[src/rtl/pc_hazard_ctrl.sv]
// Fetch-stage sequencer for the 5-stage MIPS pipeline: PC write/select, IF/ID and ID/EX
// controls, load-use bubble insertion and saturating stall/flush statistics.
module pc_hazard_ctrl #(
    parameter int LOAD_BUBBLES = 1,
    parameter int CNT_W        = 16
) (
    input  logic             clk,
    input  logic             reset,
    input  logic             ext_stall,
    input  logic             ex_is_beq,
    input  logic             ex_beq_taken,
    input  logic             id_is_j,
    input  logic             id_is_jr,
    input  logic             id_uses_rs,
    input  logic             id_uses_rt,
    input  logic [4:0]       id_rs,
    input  logic [4:0]       id_rt,
    input  logic             ex_mem_read,
    input  logic [4:0]       ex_rt,
    input  logic             clr_stats,
    output logic             pc_write,
    output logic [1:0]       pc_src,
    output logic             if_id_write,
    output logic             if_id_flush,
    output logic             id_ex_flush,
    output logic             state,
    output logic [CNT_W-1:0] stall_cycles,
    output logic [CNT_W-1:0] flush_events
);

    typedef enum logic {
        RUN        = 1'b0,
        LOAD_STALL = 1'b1
    } state_t;

    localparam logic [2:0]       BUBBLES_M1 = 3'(LOAD_BUBBLES - 1);
    localparam logic [CNT_W-1:0] CNT_MAX    = '1;

    state_t     state_reg, state_next;
    logic [2:0] bcnt_reg, bcnt_next;
    logic       load_use;

    assign load_use = ex_mem_read && (ex_rt != 5'd0) &&
                      ((id_uses_rs && (ex_rt == id_rs)) || (id_uses_rt && (ex_rt == id_rt)));

    assign state = state_reg;

    always_ff @(posedge clk or negedge reset) begin
        if (!reset) begin
            state_reg <= RUN;
            bcnt_reg  <= 3'd0;
        end else begin
            state_reg <= state_next;
            bcnt_reg  <= bcnt_next;
        end
    end

    always_comb begin
        pc_write    = 1'b0;
        pc_src      = 2'b00;
        if_id_write = 1'b0;
        if_id_flush = 1'b0;
        id_ex_flush = 1'b0;
        state_next  = state_reg;
        bcnt_next   = bcnt_reg;
        if (!reset) begin
            // Both pipeline registers are bubbled while the core is held in reset.
            if_id_flush = 1'b1;
            id_ex_flush = 1'b1;
            state_next  = RUN;
            bcnt_next   = 3'd0;
        end else begin
            case (state_reg)
                RUN: begin
                    if (ext_stall) begin
                        // Full freeze: nothing moves, nothing is bubbled.
                    end else if (ex_is_beq && ex_beq_taken) begin
                        pc_src      = 2'b10;
                        pc_write    = 1'b1;
                        if_id_write = 1'b1;
                        if_id_flush = 1'b1;
                        id_ex_flush = 1'b1;
                    end else if (load_use) begin
                        // Checked before jr because jr's rs may be the pending load result.
                        id_ex_flush = 1'b1;
                        if (LOAD_BUBBLES > 1) begin
                            state_next = LOAD_STALL;
                            bcnt_next  = BUBBLES_M1;
                        end
                    end else if (id_is_jr) begin
                        pc_src      = 2'b11;
                        pc_write    = 1'b1;
                        if_id_write = 1'b1;
                        if_id_flush = 1'b1;
                    end else if (id_is_j) begin
                        pc_src      = 2'b01;
                        pc_write    = 1'b1;
                        if_id_write = 1'b1;
                        if_id_flush = 1'b1;
                    end else begin
                        pc_write    = 1'b1;
                        if_id_write = 1'b1;
                    end
                end
                LOAD_STALL: begin
                    if (!ext_stall) begin
                        id_ex_flush = 1'b1;
                        bcnt_next   = bcnt_reg - 3'd1;
                        if (bcnt_reg <= 3'd1) begin
                            state_next = RUN;
                        end
                    end
                end
                default: begin
                    state_next = RUN;
                    bcnt_next  = 3'd0;
                end
            endcase
        end
    end

    // Statistics sample the combinational decision of the cycle that ends at this edge.
    always_ff @(posedge clk or negedge reset) begin
        if (!reset) begin
            stall_cycles <= '0;
            flush_events <= '0;
        end else if (clr_stats) begin
            stall_cycles <= '0;
            flush_events <= '0;
        end else begin
            if (!pc_write && (stall_cycles != CNT_MAX)) begin
                stall_cycles <= stall_cycles + CNT_W'(1);
            end
            if (if_id_flush && (flush_events != CNT_MAX)) begin
                flush_events <= flush_events + CNT_W'(1);
            end
        end
    end

endmodule

[config.mk]
export PLATFORM = sky130hd
export DESIGN_NAME = pc_hazard_ctrl
export DESIGN_NICKNAME = d
export VERILOG_FILES = /design/src/rtl/pc_hazard_ctrl.sv
export SDC_FILE = /design/constraint.sdc
export NUM_CORES = 1
export LEC_CHECK = 0
export ABC_AREA = 1
export CORE_MARGIN = 2
export CORE_UTILIZATION = 45
export DETAILED_ROUTE_END_ITERATION = 8
export HOLD_SLACK_MARGIN = 0.12
export PLACE_DENSITY = 0.89
export SYNTH_ARGS = -nofsm -noshare
export SYNTH_HDL_FRONTEND = slang
export SYNTH_SLANG_ARGS = --single-unit
[constraint.sdc]
create_clock -name clk -period 1.7 [get_ports clk]
set_input_delay 0.17 -clock clk [delete_from_list [all_inputs] [get_ports clk]]
set_output_delay 0.17 -clock clk [all_outputs]
set_load 0.05 [all_outputs]
==> flow_summary.json, run 1 <==
{
  "status": "finished with violations",
  "violations": "setup timing",
  "drive_gt1_frac": 0.3633,
  "cp_max_fo": 8,
  "slowest_delay_ps": 390,
  "maxSlewViolCount": 0,
  "clk_latency_ps": 300,
  "dp_hpwl_um": 5585,
  "cts_tree": "yes",
  "synth_seq_area_share": 0.3480,
  "wl_per_cell_um": 15.11,
  "ant_nets": 0,
  "ys_types": 33,
  "clock.fmax_ghz": 0.5485,
  "clock_sinks": 36,
  "port_buffers": 64,
  "synth-warning-count": 0,
  "skew_ps": 11.49,
  "antenna_found_initial": 0,
  "rrSetupSlack_ps": -120,
  "grt_first_pass_wirelength_um": 12500,
  "power.density_nw_per_um2": 538.1,
  "drc": 0,
  "ir_worst_vdd_mv": 0.6093,
  "reg2reg_depth": 11,
  "diodes": 0,
  "layout_setup_ws_ps": -123.3,
  "vias": 3008,
  "synth_area_um2": 2589,
  "worst_pin_slew_ps": 503.6,
  "dieWidth_um": 79.85,
  "postSynthAreaPerCell_um2": 7.054,
  "numCtsBuffers": 5,
  "rr_endpoint": "flush_events[7]",
  "fin_crit_sh": 1.073,
  "worstPathBufferInverterCount": 1,
  "critPathKind": "reg -> reg",
  "p_total_mw": 2.173,
  "min_period_ps": 1823,
  "ys_seq_elements": 36,
  "wl_um": 8327,
  "dpl_cell_area_um2": 3613,
  "crit_family": "simple AND/OR/NAND/NOR gates",
  "leakage_nw": 2.107,
  "netlist_instances": 367,
  "reg2reg_from": "flush_events[0]",
  "utilization": 0.7290,
  "htreeDepth": 2,
  "area_growth_pct": 56.02,
  "hold_violations": 0,
  "start_util": 0.4673,
  "max_slew_margin": 0.6637,
  "grt_pass1_vias": 2850,
  "fin_nets": 508,
  "track_usage": 0.2473,
  "setup_violations": 32,
  "crit_path_start_kind": "flop",
  "dp_slack_ps": -306.2,
  "cp_cell_sequence": "ha_4 > nand2_4 > nor2_4 > nand3_2 > nor3_4 > nand3_2 > nor2_4 > nand3_4 > buf_12 > nand4_1 > nand2_1",
  "gr-total-overflow": 0,
  "worstPathRequired_ps": 1890,
  "num_io_pins": 65,
  "cp.arrival_ps": 2010,
  "firstDrtPassIters": 5,
  "num_rows": 27,
  "vias_per_cell": 5.459,
  "crit_path_top_delay_cell": "dfrtp_2",
  "core_um2": 5540,
  "grt_max_degree": 33,
  "rsz0062_at_grt": "yes",
  "die_area_um2": 6375,
  "crit_path_end_kind": "flop",
  "die_y_um": 79.85,
  "min_path_type": "in -> async",
  "fin_area_um2": 4039,
  "syn-num-nets": 397,
  "drt-initial-drc-count": 239,
  "cts.clk_slew.worst_paths_ps": 70,
  "place_congestion": 0.9250,
  "ctsLongestPathBuffers": 2,
  "drv_cap": 0,
  "clockRootBuffer": "clkbuf_8"
}
cells in the final DEF, fill, tap and decap left out, types with 3 or more instances in the layout:
cell	Yosys	layout
buf_4	2	78
nand2_1	87	79
nand3_4	1	5
dlygate4sd2_1	0	15
o21ai_1	9	5
clkdlybuf4s50_1	0	8
nand3_1	45	35
nor2_2	2	7
inv_2	6	6
nand2_4	2	5
buf_6	1	4
dfrtp_1	36	24
nor4_1	3	3
nand2_2	5	9
a21oi_1	7	5
buf_12	0	6
inv_1	50	49
nor3_4	3	3
o21ai_2	0	3
nand3_2	2	8
nor3_1	6	6
nand4_1	22	22
o21ai_0	4	4
clkbuf_8	0	5
o31ai_2	0	3
dfrtp_2	0	12
nor2_1	30	24
xor2_1	17	17
kinds of logic after synthesis:
family / synth area share
buffers and inverters: 0.1083
DFF: 0.3480
AOI/OAI and AO/OA: 0.06187
and+or+nand+nor: 0.4016
xor gates and xnor gates: 0.06090
adders and majority gates: 0.01933
cells in the mapped netlist (all sizes together):
master	instances	share of area
nand2	94	0.15
inv	56	0.081
nand3	48	0.10
dfrtp	36	0.35
nor2	33	0.053
nand4	23	0.058
xor2	17	0.058
o21ai	13	0.025
buf	10	0.023
nor3	9	0.030
a21oi	7	0.014
o31ai	5	0.015
ha	4	0.019
clkbuf	3	0.0043
nor4	3	0.0073
or2	2	0.0048
a31oi	1	0.0024
o22ai	1	0.0024
o311a	1	0.0039
xnor2	1	0.0034
metrics by stage:
step	instances	setup TNS, ps	hold WS (ps)
after CTS	546	-878.0	225.3
after detailed placement	529	-9227	-25.77
after floorplan	367	-7526	-125.6
final	551	-2617	255.6
after global placement	529	-7270	-24.44
after global routing	551	-5366	259.3
where the power goes:
part / total (mW) / internal, mW / switching (mW) / leakage (nW)
Sequential: 0.891 / 0.873 / 0.0178 / 0.480
Combinational: 0.498 / 0.205 / 0.293 / 1.57
Clock: 0.784 / 0.434 / 0.350 / 0.0541
cell type report:
class                           count  area [µm²]
Multi-Input combinational cell    262        1665
Fill cell                         422        1501
Clock inverter                      3       42.54
Tap cell                           72       90.09
Inverter                           56       214.0
Sequential cell                    36       915.9
Clock buffer                        5       68.82
Timing Repair Buffer              117        1042
how the worst max path moves through the flow:
stage	start	cells past startpoint	to	slack (ps)
3_5_place_dp	ex_rt[4]	15	flush_events[13]	-310
2_1_floorplan	flush_events[0]	12	flush_events[10]	-330
3_3_place_gp	ex_rt[3]	15	flush_events[11]	-240
5_1_grt	flush_events[0]	11	flush_events[11]	-210
4_1_cts	flush_events[0]	11	flush_events[7]	-80
6_report	flush_events[0]	11	flush_events[7]	-120
routing by layer:
| layer | track usage | vias up | wire (µm) |
|---|---|---|---|
| met5 | 0 | - | 0 |
| met1 | 0.2900 | 1444 | 3122 |
| met2 | 0.4555 | 136 | 4590 |
| li1 | - | 1418 | - |
| met4 | 0.08644 | 0 | 100 |
| met3 | 0.03733 | 10 | 514 |
timing repair:
item	CTS	global route
setup buffers	10	5
gates cloned	0	1
endpoints found under the setup margin	29	38
gates resized for setup	25	36
pin swaps	28	13
hold endpoints to repair	36	0
hold buffers	1	0
No activity file was read; power rests on OpenSTA's default activity.
==> run 2, diff against run 1 <==
Settings changed: CTS_CLUSTER_SIZE set to 24.
==> results of run 2 <==
Same layout as run 1: the final DEF is identical, and so are final timing and power.
